<file path="config.mk">
export PLATFORM = sky130hd
export DESIGN_NAME = zbb_count_unit_flat
export DESIGN_NICKNAME = d
export VERILOG_FILES = /design/src/rtl/zbb_count_unit_if.sv /design/src/rtl/zbb_count_unit.sv /design/src/flat_wrapper.sv
export SDC_FILE = /design/constraint.sdc
export NUM_CORES = 1
export LEC_CHECK = 0
export ABC_AREA = 1
export CAP_MARGIN = 20
export CORE_MARGIN = 4
export CORE_UTILIZATION = 44
export DETAILED_ROUTE_END_ITERATION = 16
export GPL_TIMING_DRIVEN = 0
export PLACE_DENSITY = 0.77
export SLEW_MARGIN = 0
export SYNTH_ARGS = -nofsm -noshare
export SYNTH_HDL_FRONTEND = slang
export SYNTH_SLANG_ARGS = --single-unit
</file>
<file path="constraint.sdc">
create_clock -name clk -period 5.01 [get_ports clk]
set_input_delay 0.7515 -clock clk [delete_from_list [all_inputs] [get_ports clk]]
set_output_delay 0.7515 -clock clk [all_outputs]
set_load 0.01 [all_outputs]
</file>
<file path="src/rtl/zbb_count_unit_if.sv">
// Request/response bundle for zbb_count_unit: request side (in_*) and result side (out_*).
// The slave modport is the unit's view; master is the producer/consumer's view.
interface zbb_count_unit_if #(parameter int TAG_W = 5);
  logic             in_valid;
  logic             in_ready;
  logic [1:0]       in_op;
  logic [31:0]      in_rs1;
  logic [TAG_W-1:0] in_tag;
  logic             out_valid;
  logic             out_ready;
  logic [31:0]      out_result;
  logic [TAG_W-1:0] out_tag;
  logic             out_illegal;

  modport master (
    output in_valid, in_op, in_rs1, in_tag, out_ready,
    input  in_ready, out_valid, out_result, out_tag, out_illegal
  );

  modport slave (
    input  in_valid, in_op, in_rs1, in_tag, out_ready,
    output in_ready, out_valid, out_result, out_tag, out_illegal
  );
endinterface

</file>
<file path="src/rtl/zbb_count_unit.sv">
// zbb_count_unit: 2-stage CPOP/CLZ/CTZ pipeline with valid/ready handshake and flush.
// Define ZBB_CLZ_CTZ_EN to build CLZ/CTZ; otherwise ops 01/10 return 0 flagged illegal.
module zbb_count_unit #(
  parameter int TAG_W = 5
) (
  input  logic            clk,
  input  logic            reset_n,
  input  logic            flush,
  zbb_count_unit_if.slave bus
);
  localparam int STAGES = 2;

  typedef struct packed {
    logic [31:0]      w;
    logic [TAG_W-1:0] tag;
    logic             ill;
  } s1_t;

  typedef struct packed {
    logic [5:0]       cnt;
    logic [TAG_W-1:0] tag;
    logic             ill;
  } s2_t;

  logic [STAGES:1] vld_pipe;
  s1_t             s1_q, s1_d;
  s2_t             s2_q;
  logic            s2_adv, s1_adv;

  function automatic logic [5:0] popcount32(input logic [31:0] x);
    logic [5:0] n;
    n = '0;
    for (int i = 0; i < 32; i++) n = n + {5'd0, x[i]};
    return n;
  endfunction

  assign s2_adv       = !vld_pipe[2] || bus.out_ready;
  assign s1_adv       = !vld_pipe[1] || s2_adv;
  assign bus.in_ready = s1_adv;

  // Every op reduces to a popcount: trailing zeros become a mask of ones below the
  // lowest set bit, and leading zeros are trailing zeros of the bit-reversed word.
`ifdef ZBB_CLZ_CTZ_EN
  logic [31:0] rev;
  always_comb begin
    rev = '0;
    for (int i = 0; i < 32; i++) rev[i] = bus.in_rs1[31-i];
  end

  always_comb begin
    s1_d = '{w: 32'd0, tag: bus.in_tag, ill: 1'b0};
    case (bus.in_op)
      2'b00:   s1_d.w = bus.in_rs1;
      2'b01:   s1_d.w = ~rev & (rev - 32'd1);
      2'b10:   s1_d.w = ~bus.in_rs1 & (bus.in_rs1 - 32'd1);
      default: s1_d.ill = 1'b1;
    endcase
  end
`else
  always_comb begin
    s1_d = '{w: 32'd0, tag: bus.in_tag, ill: 1'b0};
    if (bus.in_op == 2'b00) s1_d.w   = bus.in_rs1;
    else                    s1_d.ill = 1'b1;
  end
`endif

  always_ff @(posedge clk) begin
    if (!reset_n) begin
      vld_pipe <= '0;
      s1_q     <= '0;
      s2_q     <= '0;
    end else if (flush) begin
      vld_pipe <= '0;
    end else begin
      if (s2_adv) begin
        vld_pipe[2] <= vld_pipe[1];
        s2_q        <= '{cnt: popcount32(s1_q.w), tag: s1_q.tag, ill: s1_q.ill};
      end
      if (s1_adv) begin
        vld_pipe[1] <= bus.in_valid;
        s1_q        <= s1_d;
      end
    end
  end

  assign bus.out_valid   = vld_pipe[2];
  assign bus.out_result  = {26'd0, s2_q.cnt};
  assign bus.out_tag     = s2_q.tag;
  assign bus.out_illegal = s2_q.ill;
endmodule
</file>
<file path="src/flat_wrapper.sv">
// flat-port wrapper written by rule: the top's interface ports become plain ports
module zbb_count_unit_flat 
#(
  parameter int TAG_W = 5
)
  (clk, reset_n, flush, bus_in_valid, bus_in_op, bus_in_rs1, bus_in_tag, bus_out_ready, bus_in_ready, bus_out_valid, bus_out_result, bus_out_tag, bus_out_illegal);
  zbb_count_unit_if #(.TAG_W(TAG_W)) bus_i ();
  input  logic clk;
  input  logic reset_n;
  input  logic flush;
  input wire logic [$bits(bus_i.in_valid)-1:0] bus_in_valid;
  input wire logic [$bits(bus_i.in_op)-1:0] bus_in_op;
  input wire logic [$bits(bus_i.in_rs1)-1:0] bus_in_rs1;
  input wire logic [$bits(bus_i.in_tag)-1:0] bus_in_tag;
  input wire logic [$bits(bus_i.out_ready)-1:0] bus_out_ready;
  output wire logic [$bits(bus_i.in_ready)-1:0] bus_in_ready;
  output wire logic [$bits(bus_i.out_valid)-1:0] bus_out_valid;
  output wire logic [$bits(bus_i.out_result)-1:0] bus_out_result;
  output wire logic [$bits(bus_i.out_tag)-1:0] bus_out_tag;
  output wire logic [$bits(bus_i.out_illegal)-1:0] bus_out_illegal;
  assign bus_i.in_valid = bus_in_valid;
  assign bus_i.in_op = bus_in_op;
  assign bus_i.in_rs1 = bus_in_rs1;
  assign bus_i.in_tag = bus_in_tag;
  assign bus_i.out_ready = bus_out_ready;
  assign bus_in_ready = bus_i.in_ready;
  assign bus_out_valid = bus_i.out_valid;
  assign bus_out_result = bus_i.out_result;
  assign bus_out_tag = bus_i.out_tag;
  assign bus_out_illegal = bus_i.out_illegal;
  zbb_count_unit #(.TAG_W(TAG_W)) u_core (.clk(clk), .reset_n(reset_n), .flush(flush), .bus(bus_i));
endmodule
</file>
After elaboration in Yosys (flattened, before gate mapping)
Cells that the tools add are included.
{ "classes": {"add_sub_neg": 31, "mux": 2, "n_reduce_logical": 8, "bitwise": 2} }
{ "ops": {"columns": ["cell", "n"], "rows": [
  ["$add 6x1->6", 30],
  ["$mux 32", 1],
  ["$reduce_and 2->1", 2],
  ["$add 1x1->2", 1],
  ["$logic_not 1->1", 2],
  ["$logic_not 2->1", 1],
  ["$logic_or 1x1->1", 2],
  ["$not 1->1", 2],
  ["$reduce_or 2->1", 1],
  ["$mux 1", 1]
]} }
{ "word_totals": {"reg_bits": 52, "out_inout_bits": 40, "in_bits": 44, "wordCells": 51} }

Depth between registers and ports, before layout
{ "depth": {"depth_word": 31, "mapped_depth": 21, "depth_no_buf": 21} }

Least setup slack after synthesis
No wires, ideal clock.
{ "synth_path": {"path_type": "register to register", "start": "register u_core.s1_q[6] (netlist bit)", "end": "register u_core.s2_q (netlist bit u_core.bus.out_result[4])", "slack_ns": 0.324, "arrival_time_ns": 4.574, "required_ns": 4.897, "path_buffers": 0, "period_less_slack_ns": 4.686, "setup_ns": 0.113, "stages_incl_launch_ff": 14, "path_cell_list": "dfxtp_1 ha_1 inv_1 fa_1 fa_1 fa_1 fa_1 fa_1 fa_1 fa_1 fa_1 o21a_1 nor2_1 nor2_1"} }
{ "synth_between": {"elab_chain_cells": 31} }
{ "synth_lines": {"columns": ["item", "line_no", "rtl"], "rows": [
  ["from (decl)", "zbb_count_unit.sv:26", "s1_t s1_q, s1_d;"],
  ["from (signal assigned)", "zbb_count_unit.sv:70", "s1_q <= '0;"],
  ["from (signal assigned)", "zbb_count_unit.sv:81", "s1_q <= s1_d;"],
  ["$add 1x1->2", "zbb_count_unit.sv:33", "for (int i = 0; i < 32; i++) n = n + {5'd0, x[i]};"],
  ["$add 6x1->6 (30 in a row)", "zbb_count_unit.sv:33", null],
  ["to (signal assigned)", "zbb_count_unit.sv:77", "s2_q <= '{cnt: popcount32(s1_q.w), tag: s1_q.tag, ill: s1_q.ill};"],
  ["to (decl)", "zbb_count_unit.sv:27", "s2_t s2_q;"]
]} }
Every way passes these cells.
A chain may end at the register's enable or synchronous reset.

Worst setup path in the final report
Ends and elaborated chain as after synthesis.

==> impl_metrics.env <==
export IMPL_outcome="complete, no violations"
export IMPL_route_detailed_drc=0
export IMPL_slew_headroom_pct=62.52
export IMPL_drive_above_1_share_pct=14.35
export IMPL_ys_seq_elements=52
export IMPL_crit_fanout=2
export IMPL_grt_antenna_before_repair=0
export IMPL_synth_avg_cell_area_sq_um=7.901
export IMPL_syn_cell_area_sq_um=3089
export IMPL_min_period_ps=4829
export IMPL_synth_distinct_cells=26
export IMPL_total_power_w=0.001096
export IMPL_dr_pass1_iters=4
export IMPL_start_kind="flop"
export IMPL_period_share_pct=96.38
export IMPL_rows=30
export IMPL_numCtsBuffers=5
export IMPL_wl_per_cell_um=10.94
export IMPL_overflow=0
export IMPL_synthCells=391
export IMPL_die_height_um=91.79
export IMPL_clock_skew_final_ps=5.577
export IMPL_cts_tree="built"
export IMPL_core_area_sq_um=6794
export IMPL_hold_class="flop to flop"
export IMPL_critPathLaunch="u_core.s1_q[6]$_SDFFE_PN0P_"
export IMPL_vdd_ir_drop_max_mv=0.1394
export IMPL_mostFrequentLayoutCell="inv_1"
export IMPL_power_leakage_nw=1.888
export IMPL_rsz0062_at_grt="false"
export IMPL_cp_arrival_ps=5040
export IMPL_cp_required_ps=5230
export IMPL_reg2reg_from="u_core.s1_q[6]$_SDFFE_PN0P_"
export IMPL_port_buffers=57
export IMPL_power_per_cell_area_nw_per_um2=275.9
export IMPL_num_antenna_cells=0
export IMPL_hold_depth=2
export IMPL_fmax_ghz=0.2071
export IMPL_area_growth_pct=28.59
export IMPL_routed_wirelength_um=6310
export IMPL_cts_root_buf="clkbuf_8"
export IMPL_yosysSeqAreaShare_pct=33.70
export IMPL_vias_per_cell=4.237
export IMPL_cts_htree_levels=2
export IMPL_rr_worst_depth=13
export IMPL_cts_sinks=52
export IMPL_grt_max_degree=18
export IMPL_dieArea_sq_um=8425
export IMPL_maxCapViolations=0
export IMPL_drt_iter0_drc=80
export IMPL_gp_congestion=0.8137
export IMPL_slew_violations=0
export IMPL_final_cell_mix="71 x inv_1, 66 x nor2_1, 57 x clkdlybuf4s50_1"
export IMPL_ant_nets=0
export IMPL_floorplan_initialDensity_pct=45.47
export IMPL_fin_setup_tns_ps=0
export IMPL_worst_pin_slew_ps=562.2
export IMPL_die_w_um=91.79
export IMPL_ys_warnings_count=0
export IMPL_setup_violations=0
export IMPL_clk_pin_slew_ps=100
export IMPL_holdCritStartpoint="u_core.s1_q[17]$_SDFFE_PN0P_"
export IMPL_cts_path_max_buffers=2
export IMPL_num_vias=2445
export IMPL_hold_viol=0
export IMPL_insertion_delay_ps=310
export IMPL_grt_usage_pct=15.47
export IMPL_nets=556
export IMPL_dp_hpwl_um=5072
export IMPL_grt_pass1_wl_um=10480
export IMPL_cts_hold_buf=0
export IMPL_pin_count=84
export IMPL_criticalPathCategory="flop to flop"
export IMPL_cp_end_kind="flop"
export IMPL_grt_pass1_vias=2334
==> path summary, 6_finish.rpt <==
kind                                                              end  slack (ps)
worst min-delay path                     u_core.s1_q[17]$_SDFFE_PN0P_         470
worst min register to register           u_core.s1_q[17]$_SDFFE_PN0P_         470
worst max register to register  u_core.bus.out_result[4]$_SDFFE_PN0P_         180
worst max-delay path            u_core.bus.out_result[4]$_SDFFE_PN0P_         180
==> worst max-delay path: stages (launching register included) <==
cell	delay [ps]
dfxtp_1	330
ha_1	280
inv_1	70
fa_1	430
fa_1	500
fa_1	540
fa_1	450
fa_1	540
fa_1	430
fa_2	380
fa_1	420
o21a_1	230
nor2_1	90
nor2_1	50
==> logic make-up after synthesis <==
group	share of synthesized area, %
other cells	0.1214
compound gates	9.842
fa+ha+maj	18.79
flops	33.70
xor+xnor	0.2836
buf+inv	17.98
simple gates	19.28
==> layer usage <==
metal | share of wire [%] | vias up | track usage (%)
li1 | - | 1282 | -
met1 | 42 | 1083 | 18.47
met2 | 50 | 69 | 27.57
met3 | 6.0 | 11 | 3.281
met4 | 1.7 | 0 | 5.074
met5 | 0 | - | 0
==> stage by stage <==
stage / cells / worst slack (ps) / hold slack (ps) / cell area [sq um] / utilization (%)
6_report: 577 / 181.4 / 470.5 / 3973 / 58.47
5_1_grt: 577 / 16.93 / 485.3 / 3973 / 58.47
3_5_place_dp: 569 / 108.2 / 455.3 / 3874 / 57.02
4_1_cts: 577 / 84.15 / 470.4 / 3965 / 58.36
3_3_place_gp: 569 / 114.5 / 450.2 / 3874 / 57.02
2_1_floorplan: 416 / 323.7 / 443.6 / 3183 / -
==> synth_stat cells <==
| library cell | number | area share, % |
|---|---|---|
| xor2_1 | 1 | 0.28 |
| a211oi_1 | 1 | 0.24 |
| nand3_1 | 4 | 0.65 |
| a21oi_1 | 12 | 1.9 |
| nand2_1 | 56 | 6.8 |
| nor2_8 | 1 | 0.65 |
| nor2_1 | 66 | 8.0 |
| clkinv_1 | 1 | 0.12 |
| a21oi_2 | 9 | 2.6 |
| buf_6 | 1 | 0.36 |
| or2_1 | 1 | 0.20 |
| nand2_2 | 10 | 2.0 |
| o21ai_0 | 30 | 4.9 |
| buf_12 | 1 | 0.65 |
| inv_1 | 71 | 8.6 |
| fa_1 | 24 | 16 |
| dfxtp_1 | 52 | 34 |
| nand2_4 | 1 | 0.36 |
| buf_4 | 29 | 7.0 |
| ha_1 | 8 | 3.2 |
| nor2_4 | 1 | 0.36 |
| o21a_1 | 1 | 0.24 |
| conb_1 | 1 | 0.12 |
| nor2_2 | 1 | 0.20 |
| buf_2 | 5 | 0.81 |
| clkbuf_1 | 3 | 0.36 |
==> repair_timing <==
| action | 4_1_cts | 5_1_grt |
|---|---|---|
| gates resized for setup | 0 | 2 |
| setup buffers | 0 | 0 |
| setup endpoints to repair | 0 | 2 |
==> sequential cells by signal, indices dropped and copies added (netlist names) <==
name,cells
u_core.s1_q,38
u_core.bus.out_result,6
u_core.bus.out_tag,5
u_core.vld_pipe,2
u_core.bus.out_illegal,1
==> final cells by class <==
| type | instances | area, sq um |
|---|---|---|
| fill | 670 | 2821 |
| buffer | 39 | 285.3 |
| tap | 96 | 120.1 |
| timing repair buffer | 57 | 570.5 |
| clock inverter | 3 | 22.52 |
| multi-input combinational | 253 | 1594 |
| clock buffer | 5 | 68.82 |
| sequential | 52 | 1041 |
| inverter | 72 | 270.3 |
==> report_power, final <==
part / total (W) / internal [W] / switching [W]
Combinational: 0.000388 / 0.000185 / 0.000204
Clock: 0.000253 / 0.000101 / 0.000152
Sequential: 0.000455 / 0.000442 / 0.0000135
Note: power is estimated with default switching activity, not from simulation.
